--- src/rtl/imem_write_sched.sv ---
// imem_write_sched -- instruction-memory write scheduler.
// Serialises writes from a program loader and a QED shim onto a single RAM
// write port, and holds the core in reset until loading has finished.
//   LOAD : only the loader is served; ld_done moves to HOLD.
//   HOLD : nobody is served for HOLD_CYCLES cycles, then RUN.
//   RUN  : round-robin between loader and QED; ld_done is ignored.
// Ports:
//   CLK, RESET                  clock, asynchronous active-high reset
//   ld_vld/ld_addr/ld_data      loader write request
//   ld_done                     loader end-of-program pulse
//   ld_rdy                      loader request accepted this cycle
//   qed_vld/qed_addr/qed_data   QED shim write request
//   qed_rdy                     QED request accepted this cycle
//   mem_addr/mem_data/mem_we    registered RAM port-A write (one cycle after grant)
//   core_reset                  registered active-high reset to the core
//   wr_count                    saturating count of RAM writes since reset
module imem_write_sched #(
  parameter int HOLD_CYCLES = 4,
  parameter int AW          = 5
) (
  input  logic          CLK,
  input  logic          RESET,
  input  logic          ld_vld,
  input  logic [AW-1:0] ld_addr,
  input  logic [31:0]   ld_data,
  input  logic          ld_done,
  output logic          ld_rdy,
  input  logic          qed_vld,
  input  logic [AW-1:0] qed_addr,
  input  logic [31:0]   qed_data,
  output logic          qed_rdy,
  output logic [AW-1:0] mem_addr,
  output logic [31:0]   mem_data,
  output logic [3:0]    mem_we,
  output logic          core_reset,
  output logic [15:0]   wr_count
);

  typedef enum logic [1:0] {
    LOAD = 2'd0,
    HOLD = 2'd1,
    RUN  = 2'd2
  } state_t;

  localparam logic [3:0] HOLD_INIT = 4'(HOLD_CYCLES);

  state_t        state_r;
  logic [3:0]    hold_cnt_r;
  logic          favor_qed_r;   // 1: QED wins the next tie
  logic [AW-1:0] mem_addr_r;
  logic [31:0]   mem_data_r;
  logic [3:0]    mem_we_r;
  logic          core_reset_r;
  logic [15:0]   wr_count_r;

  logic ld_gnt_s;
  logic qed_gnt_s;
  logic any_gnt_s;

  function automatic logic [15:0] sat_inc(input logic [15:0] v);
    if (v == 16'hFFFF) begin
      return v;
    end else begin
      return v + 16'd1;
    end
  endfunction

  // Grant decode: state- and pointer-dependent, forced low during reset.
  always_comb begin
    ld_gnt_s  = 1'b0;
    qed_gnt_s = 1'b0;
    if (RESET) begin
      ld_gnt_s  = 1'b0;
      qed_gnt_s = 1'b0;
    end else begin
      case (state_r)
        LOAD: begin
          ld_gnt_s  = ld_vld;
          qed_gnt_s = 1'b0;
        end
        HOLD: begin
          ld_gnt_s  = 1'b0;
          qed_gnt_s = 1'b0;
        end
        RUN: begin
          if (ld_vld && qed_vld) begin
            // Tie: the requester not granted last wins.
            qed_gnt_s = favor_qed_r;
            ld_gnt_s  = ~favor_qed_r;
          end else begin
            ld_gnt_s  = ld_vld;
            qed_gnt_s = qed_vld;
          end
        end
        default: begin
          ld_gnt_s  = 1'b0;
          qed_gnt_s = 1'b0;
        end
      endcase
    end
  end

  assign any_gnt_s = ld_gnt_s | qed_gnt_s;

  // FSM, arbitration pointer and registered RAM/core outputs.
  always_ff @(posedge CLK or posedge RESET) begin
    if (RESET) begin
      state_r      <= LOAD;
      hold_cnt_r   <= 4'd0;
      favor_qed_r  <= 1'b1;
      mem_addr_r   <= '0;
      mem_data_r   <= 32'd0;
      mem_we_r     <= 4'h0;
      core_reset_r <= 1'b1;
      wr_count_r   <= 16'd0;
    end else begin
      mem_we_r <= any_gnt_s ? 4'hF : 4'h0;
      if (any_gnt_s) begin
        mem_addr_r <= ld_gnt_s ? ld_addr : qed_addr;
        mem_data_r <= ld_gnt_s ? ld_data : qed_data;
        wr_count_r <= sat_inc(wr_count_r);
      end
      case (state_r)
        LOAD: begin
          core_reset_r <= 1'b1;
          if (ld_done) begin
            state_r    <= HOLD;
            hold_cnt_r <= HOLD_INIT;
          end
        end
        HOLD: begin
          // core_reset drops on the same edge the FSM enters RUN.
          if (hold_cnt_r <= 4'd1) begin
            state_r      <= RUN;
            hold_cnt_r   <= 4'd0;
            core_reset_r <= 1'b0;
          end else begin
            hold_cnt_r   <= hold_cnt_r - 4'd1;
            core_reset_r <= 1'b1;
          end
        end
        RUN: begin
          core_reset_r <= 1'b0;
          // Pointer moves only on a grant: after an LD grant, favour QED.
          if (any_gnt_s) begin
            favor_qed_r <= ld_gnt_s;
          end
        end
        default: begin
          state_r      <= LOAD;
          core_reset_r <= 1'b1;
        end
      endcase
    end
  end

  assign ld_rdy     = ld_gnt_s;
  assign qed_rdy    = qed_gnt_s;
  assign mem_addr   = mem_addr_r;
  assign mem_data   = mem_data_r;
  assign mem_we     = mem_we_r;
  assign core_reset = core_reset_r;
  assign wr_count   = wr_count_r;

endmodule

--- config.mk ---
export PLATFORM = sky130hd
export DESIGN_NAME = imem_write_sched
export DESIGN_NICKNAME = d
export VERILOG_FILES = /design/src/rtl/imem_write_sched.sv
export SDC_FILE = /design/constraint.sdc
export NUM_CORES = 1
export LEC_CHECK = 0
export BUFFER_PORTS_ARGS = -buffer_cell sky130_fd_sc_hd__buf_2
export CAP_MARGIN = 10
export CORE_ASPECT_RATIO = 1.1
export CORE_MARGIN = 2
export CORE_UTILIZATION = 50
export DETAILED_ROUTE_END_ITERATION = 8
export GPL_TIMING_DRIVEN = 0
export PLACE_DENSITY = 0.95
export SLEW_MARGIN = 5
export SYNTH_ARGS = -nofsm -noshare
export SYNTH_HDL_FRONTEND = slang
export SYNTH_SLANG_ARGS = --single-unit
--- constraint.sdc ---
create_clock -name CLK -period 5.3 [get_ports CLK]
set_clock_uncertainty 0.15 [all_clocks]
set_input_delay 0.265 -clock CLK [delete_from_list [all_inputs] [get_ports CLK]]
set_output_delay 0.265 -clock CLK [all_outputs]
set_load 0.05 [all_outputs]
=== After elaboration in Yosys (flattened, before gate mapping) ===
Index checks and enable logic that the tools add are counted.

* $add $sub $neg: 2
* $lt $le $gt $ge: 1
* Equality and inequality tests: 5
* Muxes and demuxes: 17
* Bitwise gates (word level): 4
* Reductions and logical operators: 7

{| class="wikitable"
|+ Operator list
! operator !! count
|-
| $mux W32 || 1
|-
| $add A16 B1 Y16 const B || 1
|-
| $eq A16 B16 Y1 const B || 1
|-
| $mux W4 || 3
|-
| $pmux W4 S2 || 1
|-
| $mux W1 || 6
|-
| $pmux W2 S3 || 1
|-
| $reduce_and A2 Y1 || 3
|-
| $mux W5 || 1
|-
| $le A4 B1 Y1 const B || 1
|-
| $mux W2 || 2
|-
| $ne A2 B2 Y1 const B || 2
|-
| $pmux W1 S2 || 2
|-
| $sub A4 B1 Y4 const B || 1
|-
| $not A1 Y1 || 3
|-
| $reduce_and A3 Y1 || 1
|-
| $eq A2 B1 Y1 const B || 1
|-
| $eq A2 B2 Y1 const B || 1
|-
| $logic_not A2 Y1 || 1
|-
| $reduce_bool A2 Y1 || 1
|-
| $logic_and A1 B1 Y1 || 1
|-
| $or A1 B1 Y1 || 1
|}

* Bits in registers: 65
* Output and inout bits: 60

=== Logic depth before layout (Yosys ltp) ===
Gate-level depths: netlist (run 1).

* Depth in word-level cells: 6
* Mapped depth: 7
* Depth with buffers taken out: 6

=== Worst setup path after synthesis (run 1) ===
Ideal clock, no wire load.

* Kind: reg-to-reg
* Start point: register wr_count_r[0] (netlist: wr_count[0])
* End point: register wr_count_r[1] (netlist: wr_count[1])
* Arrival time: 1.826 ns
* Path slack: 3.199 ns
* Stages on the path, launching flop included: 6
* Path buffers: 0
* Period minus slack after synthesis: 2.101 ns
* Cell sequence: dfrtp_1 > ha_1 > and4_4 > and4bb_4 > nor2_2 > mux2_4

* Longest elaborated chain between the ends: 3
* Elaborated cells on any way between the ends: 4
* Classes of those cells: 1 x add/sub; 1 x eq/ne; 1 x bitwise; 1 x reduce/logical

{| class="wikitable"
|+ RTL lines
! item !! line !! RTL
|-
| start, declared || 54 || <nowiki>logic [15:0] wr_count_r;</nowiki>
|-
| start signal, assigned || 121 || <nowiki>wr_count_r <= sat_inc(wr_count_r);</nowiki>
|-
| branches (longest 3 deep; another with $add A16 B1 Y16) || -- ||
|}

Parallel ways; which one is timed is not known.
A chain may end at the register's enable or synchronous reset.

=== Worst setup path in the final report (run 1) ===
* Start point: input port RESET
* End point: output port ld_rdy

* Longest elaborated chain between the ends: 1

{| class="wikitable"
|+ RTL lines
! item !! line !! RTL
|-
| start, declared || 22 || <nowiki>input logic RESET,</nowiki>
|-
| $mux W1 || 72 || <nowiki>if (RESET) begin</nowiki>
|-
| end, declared || 27 || <nowiki>output logic ld_rdy,</nowiki>
|}

Every way passes these cells.

==> results of run 1 <==
## cells by family after synthesis
| kind of cell | after synthesis |
|---|---|
| and+or+nand+nor | 89 |
| DFF | 62 |
| AOI/OAI and AO/OA | 56 |
| muxes | 41 |
| buffers and inverters | 24 |
| xor gates and xnor gates | 10 |
| adders and majority gates | 3 |
## state kept, by name, indices dropped and copies added, names as in the netlist
signal       count
favor_qed_r      1
hold_cnt_r       4
wr_count        16
mem_data        32
mem_we           1
state_r          2
mem_addr         5
core_reset       1
## path summary, 6_finish.rpt
kind,start,end,slack (ns),cells past startpoint
max in group asynchronous,RESET,core_reset,3.82,4
min,ld_addr[4],mem_addr[4],0.008,3
min reg2reg,wr_count[12],wr_count[12],0.34,1
min in group asynchronous,RESET,wr_count[3],0.50,3
max reg2reg,wr_count[0],wr_count[1],3.39,5
max,RESET,ld_rdy,2.71,7
## power breakdown
part | leakage (µW) | internal [µW] | total (µW) | switching, µW
combinational | 0.00153 | 306 | 1170 | 860
clock | 0.0000914 | 202 | 367 | 165
sequential | 0.000781 | 658 | 794 | 136
## critical path, cell delays in order
cell and delay [ns]:
dlygate4sd3_1 0.54, buf_2 0.16, nor2_4 0.14, and3_1 0.28, buf_2 0.25, buf_2 0.25
buf_2 0.30
## layout make-up
type                       instances  area (µm²)
sequential                        62        1550
fill                             419        1540
multi-input combinational        199        1300
timing repair buffer             165         971
clock buffer                      13         169
buffer                            16         108
tap                               77        96.3
inverter                           8        30.0
clock inverter                     1        5.00
## cell usage in the layout (no fill, tap or decap), types with 2 or more instances in the layout
master,instances
nor3_1,6
or3_1,2
nand3_1,6
nor2_1,6
and3_1,3
o21ai_0,42
nand2b_1,2
ha_1,3
xor2_1,10
clkbuf_1,4
a31oi_1,2
and4_1,2
nand2_1,46
mux2_2,2
dfrtp_1,60
nand4_1,6
a211oi_1,2
inv_1,7
dfstp_2,2
dlygate4sd3_1,26
nor3b_1,3
a21oi_1,5
buf_4,6
clkbuf_8,12
mux2i_1,38
buf_2,143
## through the flow
step	power (µW)	instances	setup WS, ns	utilization	hold WS [ns]
final	2330	541	2.71	0.734	0.00837
after global routing	2450	541	2.60	0.734	0.00634
after CTS	2330	541	2.71	0.734	0.000567
after detailed placement	1940	501	3.15	0.659	0.315
after global placement	1900	500	2.60	0.655	0.319
after floorplan	1640	285	3.20	-	0.232
## metal layers
layer	GRT usage	vias to the layer above
li1	-	1348
met1	0.298	1357
met2	0.438	129
met3	0.0479	28
met4	0.149	0
met5	0	-
## synthesized netlist by cell type, drive strengths merged
cell     number
a31oi         2
buf          13
nor3b         3
dfstp         2
a22o          1
clkbuf        3
nand3         6
and4          3
and3          3
or3           2
and4bb        1
a211oi        2
o21ai        43
a21boi        1
nand2        46
o2111ai       1
mux2i        38
nor2b         1
nor3          6
ha            3
nand2b        2
mux2          3
a21o          1
a21oi         5
dfrtp        60
xor2         10
inv           8
nand4         7
nor2          8
and4b         1
## repair_timing
item	in CTS	in global routing
endpoints found under the setup margin	0	0
endpoints found under the hold margin	56	0
buffers inserted	0	0
hold buffers	26	0
==> results by group, run 1 <==
GRT
  – Vias in the first global route: around 2,900
  – Largest net degree at the start of global routing: 33
  – Tot GR Track Use: 0.255
  – Global-route wire length before repair: 13.3 mm
  – Initial antenna violation count: 0
  – GRT overflow: 0

Clock network
  – Longest Clk Path Bufs: 2
  – CTS Sinks: 62
  – Clk Latency, worst-skew pair: 0.33 ns
  – Clock transition at the registers of the reported paths: roughly 0.060 ns
  – CTS tree: yes
  – CTS Buf Count: 9
  – H-Tree Depth: 3
  – Post-CTS sizing: 0
  – Root Driver: clkbuf_8

Timing
  – Slew @ Worst Pin: approximately 0.70 ns
  – FMAX: 0.386 GHz
  – Setup TNS: 0 ns
  – Fin. Hold Viols: 0
  – RSZ-0062 raised after global routing: false
  – Max Slew Vio Count: 0
  – Tmin final: 2.59 ns
  – Slew HR: 0.533
  – Setup-failing EPs final: 0
  – Period utilization: 0.489

Detailed routing
  – DR iter-0 viols: approximately 110
  – Top Layer Used: met4
  – Residual DRC: 0
  – DR WL met2: 4.21 mm
  – ANT nets after route: 0
  – Routed vias/inst: 5.29
  – Met3 routed WL: approximately 570 µm
  – Metal1 wirelength: between 3 and 4 mm
  – Routed wire length per instance: between 15 and 20 µm
  – Final WL: about 8.3 mm
  – Drt pass-1 iters: 4
  – Via count: roughly 2,900

Setup path
  – CP Max Fanout: 10
  – Type of origin of the critical path: input port
  – CP endpoint kind: output port
  – Critical Path RT: 4.89 ns
  – CP arrival: 2.18 ns
  – CP Class: input port to output port

Floorplan
  – Initial Utilization: 0.519
  – Die height: 85.1 µm
  – Die Area: between 6000 and 7000 µm²
  – Cell Rows: 29
  – Core Box Area: a little under 6000 µm²
  – Top Ports: 139
  – Die width: just under 80 µm

Logic synthesis
  – Synth Area in Adders: 0.0125
  – Post-synthesis area per instance: 10.5 µm²
  – Seq cells post-synth: 62
  – Distinct cells, synth: 39
  – Synth Area in Compound Gates: 0.103
  – Post-Synth XOR/XNOR Area: 0.0293
  – Seq/Total Area, Yosys: 0.519
  – Mapped Area: between 2000 and 3000 µm²
  – Synthesized netlist cell count: 285
  – Ranking of synthesized cells by area: dfrtp_1 (50%), mux2i_1 (13%), o21ai_0 (7.0%)
  – Top-area cell type share of the netlist area: 0.502
  – Cell taking the most area after synthesis: dfrtp_1
  – Syn Nets: roughly 370
  – Synth warn: 0
  – Simple-gate share of the synthesized area: 0.151
  – Largest family of logic cells by synthesized area: simple AND/OR/NAND/NOR gates
  – Mux contribution to synthesized area: 0.140

Layout
  – Final Instance Area: approximately 4200 µm²
  – Layout cell share with drive strength beyond 1: 0.384
  – Ant. Diodes: 0
  – Layout area overhead: 41.5%
  – Final #Nets: approximately 540

Job
  – Max Cap Viol: 0

Power
  – Cell Pwr Density: 550 nW/µm²
  – VDD IR-drop max: ~0.00031 V
  – Leakage Power: approximately 0.0024 µW

Placement
  – DP Wirelength: ~5.8 mm
  – RePlAce Congestion: slightly above 0.8
  – Dpl cell area: roughly 3800 µm²
  – IO buf count: between 100 and 150

Status
  – Run status: completed

Worst hold path
  – HP Class: input port to register
Note: power is estimated with default switching activity, not from simulation.
==> run 2: changes to the inputs <==
--- a/config.mk
+++ b/config.mk
@@ -9,10 +9,10 @@
 export CAP_MARGIN = 10
 export CORE_ASPECT_RATIO = 1.1
 export CORE_MARGIN = 2
-export CORE_UTILIZATION = 50
+export CORE_UTILIZATION = 47
 export DETAILED_ROUTE_END_ITERATION = 8
 export GPL_TIMING_DRIVEN = 0
-export PLACE_DENSITY = 0.95
+export PLACE_DENSITY = 0.91
 export SLEW_MARGIN = 5
 export SYNTH_ARGS = -nofsm -noshare
 export SYNTH_HDL_FRONTEND = slang
==> constraint.sdc (replaced) <==
create_clock -name CLK -period 2.7 [get_ports CLK]
set_clock_uncertainty 0.15 [all_clocks]
set_input_delay 0.135 -clock CLK [delete_from_list [all_inputs] [get_ports CLK]]
set_output_delay 0.135 -clock CLK [all_outputs]
set_load 0.05 [all_outputs]
==> results by group, run 2 (synthesized netlist as in run 1, its figures left out) <==
Layout
  – Final Instance Area: 4730 µm² (+12%)
  – Final #Nets: 592 (+9.0%)
  – Commonest non-fill, non-tap cells in the layout: buf_2 (143), dlygate4sd3_1 (75), dfrtp_1 (60)
  – Ant. Diodes: 0 (unchanged)
  – Layout area overhead: 57.9%
  – Layout cell share with drive strength beyond 1: 0.346 (-0.0380)
  – Max FFs per register: 32 (unchanged)
  – Leading cell type in the layout, fill and taps excluded: buf_2

Setup path
  – Most used cell along the critical path: buf_2
  – CP Max Fanout: 10 (unchanged)
  – Worst r2r dst: mem_data[7]
  – CP cell instances: nor2_4 > and3_1 > buf_2 > buf_2 > nand2_1 > o21ai_0 > dlygate4sd3_1
  – CP arrival: 2.57 ns (+0.39 ns)
  – Slack of the worst reg-to-reg path: 0.25 ns (-3.14 ns)
  – Type of origin of the critical path: register
  – CP Class: register to register
  – Reg2reg path depth: 7 (+2)
  – Cell with the biggest individual delay on the critical path: dlygate4sd3_1
  – RR Startpoint: state_r[0]
  – Critical Path RT: 2.82 ns (-2.07 ns)
  – CP endpoint kind: register
  – Crit path largest cell delay: 0.60 ns (+0.06 ns)

Placement
  – Place WS: 0.717 ns (-2.43 ns)
  – RePlAce Congestion: 0.828 (+0.17%)
  – DP Wirelength: 5.97 mm (+3.3%)
  – IO buf count: 138 (unchanged)
  – Dpl cell area: 3800 µm² (about the same)

Floorplan
  – Cell Rows: 30 (+3.4%)
  – Die height: 87.7 µm (+3.0%)
  – Die width: 80.1 µm (+3.0%)
  – Core Box Area: 6160 µm² (+6.7%)
  – Top Ports: 139 (unchanged)
  – Initial Utilization: 0.486 (-0.0326)
  – Die Area: 7020 µm² (+6.1%)

Detailed routing
  – DR iter-0 viols: 120 (+14%)
  – Residual DRC: 0 (unchanged)
  – ANT nets after route: 0 (unchanged)
  – Final WL: 9.75 mm (+17%)
  – Routed wire length per instance: 16.4 µm (+6.7%)
  – Via count: 3,147 (+10%)
  – Routed vias/inst: 5.29 (about the same)
  – Drt pass-1 iters: 4 (unchanged)

Job
  – Max Cap Viol: 0 (unchanged)

Clock network
  – Setup bufs post-CTS: 0 (unchanged)
  – Longest Clk Path Bufs: 2 (unchanged)
  – Clk Latency, worst-skew pair: 0.34 ns (about the same)
  – CTS Hold Bufs: 75 (+190%)
  – CTS tree: yes
  – Root Driver: clkbuf_8
  – CTS Sinks: 62 (unchanged)
  – Clock transition at the registers of the reported paths: 0.06 ns (about the same)
  – CTS Buf Count: 9 (unchanged)
  – Post-CTS sizing: 0 (unchanged)
  – H-Tree Depth: 3 (unchanged)

Timing
  – Setup-failing EPs final: 0 (unchanged)
  – Slew @ Worst Pin: 0.645 ns (-0.0540 ns)
  – Tmin final: between 2 and 2.5 ns
  – Slew HR: 0.569 (+0.0361)
  – RSZ-0062 raised after global routing: false
  – Setup TNS: 0 ns (unchanged)
  – Period utilization: 0.907
  – Max Slew Vio Count: 0 (unchanged)
  – Post-route setup slack: 0.252 ns (-2.46 ns)
  – Fin. Hold Viols: 0 (unchanged)
  – FMAX: roughly 0.41 GHz

GRT
  – Grt met1 use: 0.306 (+0.00805)
  – Tot GR Track Use: 0.277 (+0.0217)
  – Initial antenna violation count: 0 (unchanged)
  – Largest net degree at the start of global routing: 34 (+3.0%)
  – GR Util met3: 0.0784 (+0.0305)
  – Grt peak-use layer: met2
  – GRT overflow: 0 (unchanged)
  – Vias in the first global route: 3,147 (+9.4%)
  – Global-route wire length before repair: 14.8 mm (+12%)
  – Met2 GRT Util: 0.516 (+0.0778)

Worst hold path
  – Hold Path Stages: 3 (unchanged)
  – Hold Crit Endpoint: mem_data[1]
  – Hold_sp: qed_data[1]
  – HP Class: input port to register

Power
  – Total Power Consumption: 5050 µW (+120%)
  – VDD IR-drop max: 0.000835 V (+170%)
  – Cell Pwr Density: 1070 nW/µm² (+94%)
  – Leakage Power: 0.00263 µW (+9.7%)

Status
  – Run status: completed
run 2: changes by cell type in the layout (fill, tap and decap cells not counted):
cell,delta
dlygate4sd3_1,+49
clkbuf_1,+2
clkbuf_8,-1
clkinv_2,+1
run 2: worst max path at each step:
stage,startpoint,endpoint,depth (start not counted)
floorplan,wr_count[0],wr_count[1],5
global placement,RESET,mem_data[6],2
detailed placement,state_r[0],ld_rdy,5
CTS,state_r[0],mem_data[16],7
global route,state_r[0],mem_data[0],7
finish,state_r[0],mem_data[7],7
run 2: cell type report:
| type | count | area [µm²] |
|---|---|---|
| Sequential cell | 62 | 1550 |
| Timing Repair Buffer | 214 | 1460 |
| Fill cell | 408 | 1430 |
| Multi-Input combinational cell | 199 | 1300 |
| Clock buffer | 14 | 163 |
| Buffer | 16 | 108 |
| Tap cell | 80 | 100 |
| Inverter | 8 | 30.0 |
| Clock inverter | 2 | 10.0 |
run 2: stage by stage:
step                      hold WS, ns  utilization  cells
final                          0.0209        0.768    595
after global routing           0.0831        0.768    595
after CTS                     0.00152        0.768    595
after detailed placement        0.147        0.618    504
after global placement          0.186        0.615    503
after floorplan                 0.102            -    285
run 2: worst max-delay path, delay by kind of cell, from the launching register on:
| family | cells | cell delay (ns) |
|---|---|---|
| simple gates | 3 | 0.53 |
| buf+inv | 3 | 1.11 |
| compound gates | 1 | 0.11 |
| flops | 1 | 0.47 |
run 2: per-layer routing:
metal,vias up,wire (µm)
met5,-,0
met4,0,166
met3,17,680
met2,132,5120
met1,1553,3780
li1,1445,-
run 2: power by group:
group	leakage, µW	internal [µW]	total [µW]	switching (µW)
sequential	0.000781	1290	1570	278
combinational	0.00176	951	2740	1790
clock	0.0000905	382	732	350
==> run 3: changes to the inputs <==
--- a/config.mk
+++ b/config.mk
@@ -13,6 +13,7 @@
 export DETAILED_ROUTE_END_ITERATION = 8
 export GPL_TIMING_DRIVEN = 0
 export PLACE_DENSITY = 0.91
+export RECOVER_POWER = 100
 export SLEW_MARGIN = 5
 export SYNTH_ARGS = -nofsm -noshare
 export SYNTH_HDL_FRONTEND = slang
==> results by group, run 3 (synthesized netlist as in run 1, its figures left out) <==
Status
  – Run status: completed

GRT
  – GR Util met3: 0.0784 (unchanged)
  – Vias in the first global route: 3,147 (unchanged)
  – Tot GR Track Use: 0.277 (unchanged)
  – Global-route wire length before repair: 14.8 mm (unchanged)
  – GRT overflow: 0 (unchanged)
  – Met2 GRT Util: 0.516 (unchanged)
  – Initial antenna violation count: 0 (unchanged)
  – Largest net degree at the start of global routing: 34 (unchanged)
  – Grt peak-use layer: met2
  – Grt met1 use: 0.306 (unchanged)

Timing
  – Slew @ Worst Pin: 1.12 ns (+0.473 ns)
  – Max Slew Vio Count: 0 (unchanged)
  – Period utilization: 0.905 (-0.00127)
  – Post-route setup slack: 0.256 ns (+0.00344 ns)
  – Tmin final: 2.44 ns (-0.00344 ns)
  – Slew HR: 0.254 (-0.316)
  – Setup-failing EPs final: 0 (unchanged)
  – RSZ-0062 raised after global routing: false
  – Setup TNS: 0 ns (unchanged)
  – Fin. Hold Viols: 0 (unchanged)
  – FMAX: 0.409 GHz (+0.14%)

Layout
  – Register area: 1550 µm² (unchanged)
  – Leading cell type in the layout, fill and taps excluded: buf_2
  – Final Instance Area: 4620 µm² (-2.2%)
  – Layout area overhead: 54.4%
  – Layout cell share with drive strength beyond 1: 0.219 (-0.126)
  – Ant. Diodes: 0 (unchanged)
  – Post-Layout Cell Count: 595 (unchanged)
  – Final core occ: 0.751 (-0.0173)
  – Max FFs per register: 32 (unchanged)
  – Multi-input gate area: 1290 µm² (-0.96%)
  – Fillers: 459 (+13%)
  – Final #Nets: 592 (unchanged)
  – Commonest non-fill, non-tap cells in the layout: buf_2 (79), dlygate4sd3_1 (75), clkbuf_1 (67)

Detailed routing
  – Final WL: 9.75 mm (about the same)
  – Via count: 3,126 (-0.67%)
  – DR iter-0 viols: 132 (+10%)
  – ANT nets after route: 0 (unchanged)
  – Drt pass-1 iters: 4 (unchanged)
  – Routed wire length per instance: 16.4 µm (about the same)
  – Residual DRC: 0 (unchanged)
  – Routed vias/inst: 5.25 (-0.67%)

Placement
  – IO buf count: 138 (unchanged)
  – Place WS: 0.717 ns (unchanged)
  – RePlAce Congestion: 0.828 (unchanged)
  – Dpl cell area: 3800 µm² (unchanged)
  – DP Wirelength: 5.97 mm (unchanged)
  – Placed cells: 504 (unchanged)

Power
  – Cell Pwr Density: 1070 nW/µm² (+0.28%)
  – VDD IR-drop max: 0.000818 V (-2.0%)
  – Leakage Power: 0.00241 µW (-8.4%)

Floorplan
  – Die width: 80.1 µm (unchanged)
  – Die height: 87.7 µm (unchanged)
  – Initial Utilization: 0.486 (unchanged)
  – Top Ports: 139 (unchanged)
  – Cell Rows: 30 (unchanged)
  – Die Area: 7020 µm² (unchanged)
  – Core Box Area: 6160 µm² (unchanged)

Setup path
  – Critical Path RT: 2.82 ns (about the same)
  – Worst r2r dst: mem_data[0]
  – RR Startpoint: state_r[0]
  – CP Class: register to register
  – Reg2reg path depth: 7 (unchanged)
  – CP arrival: 2.56 ns (about the same)
  – CP Max Fanout: 10 (unchanged)
  – Slack of the worst reg-to-reg path: 0.26 ns (about the same)
  – CP endpoint kind: register
  – Type of origin of the critical path: register

Worst hold path
  – HP Class: input port to register
  – Hold Path Stages: 3 (unchanged)
  – Hold Crit Endpoint: mem_data[1]
  – Hold_sp: qed_data[1]

Clock network
  – Root Driver: clkbuf_8
  – Post-CTS sizing: 0 (unchanged)
  – CTS Sinks: 62 (unchanged)
  – CTS Hold Bufs: 75 (unchanged)
  – Clk Latency, worst-skew pair: 0.34 ns (about the same)
  – Longest Clk Path Bufs: 2 (unchanged)
  – H-Tree Depth: 3 (unchanged)
  – Clock transition at the registers of the reported paths: 0.06 ns (about the same)
  – CTS Buf Count: 9 (unchanged)
  – Setup bufs post-CTS: 0 (unchanged)
  – CTS tree: yes

Job
  – Max Cap Viol: 0 (unchanged)
[run 3: changes by cell type in the layout (fill, tap and decap cells not counted), sizes merged]
cell	before	now
clkbuf	17	83
buf	152	86
[run 3: how the worst max path moves through the flow]
stage | startpoint | slack [ns] | endpoint | cells past startpoint
2_1_floorplan | wr_count[0] | 0.60 | wr_count[1] | 5
3_3_place_gp | RESET | 0.10 | mem_data[6] | 2
3_5_place_dp | state_r[0] | 0.72 | ld_rdy | 5
4_1_cts | state_r[0] | 0.34 | mem_data[16] | 7
5_1_grt | state_r[0] | 0.08 | mem_data[0] | 7
6_report | state_r[0] | 0.26 | mem_data[0] | 7
[run 3: per-stage QoR]
stage          hold slack (ns)  power (µW)
6_report                0.0138        4950
5_1_grt                 0.0831        5210
4_1_cts                0.00152        4980
3_5_place_dp             0.147        3830
3_3_place_gp             0.186        3730
2_1_floorplan            0.102        3220
[run 3: layer usage]
layer	routed length, µm	up-vias	part of all wire
met5	0	-	0
met4	162	0	0.017
met3	651	18	0.067
met2	5170	137	0.53
met1	3770	1524	0.39
li1	-	1447	-
[run 3: worst max-delay path, cell delays in order, from the launching register on]
cell and delay, ns:
dfrtp_1 0.47, nor2_4 0.19, and3_1 0.25, buf_2 0.26
clkbuf_2 0.27, nand2_1 0.08, o21ai_0 0.12, dlygate4sd3_1 0.60
[run 3: area by class of cell]
cell class / instances / share of cell area
inverter: 8 / 0.00650
clock inverter: 2 / 0.00217
clock buffer: 14 / 0.0352
tap: 80 / 0.0217
multi-input combinational: 199 / 0.279
timing repair buffer: 214 / 0.297
buffer: 16 / 0.0225
sequential: 62 / 0.336
[run 3: power by group]
part	internal [µW]	total (µW)	switching, µW
sequential	1290	1580	285
combinational	845	2640	1790
clock	382	731	349
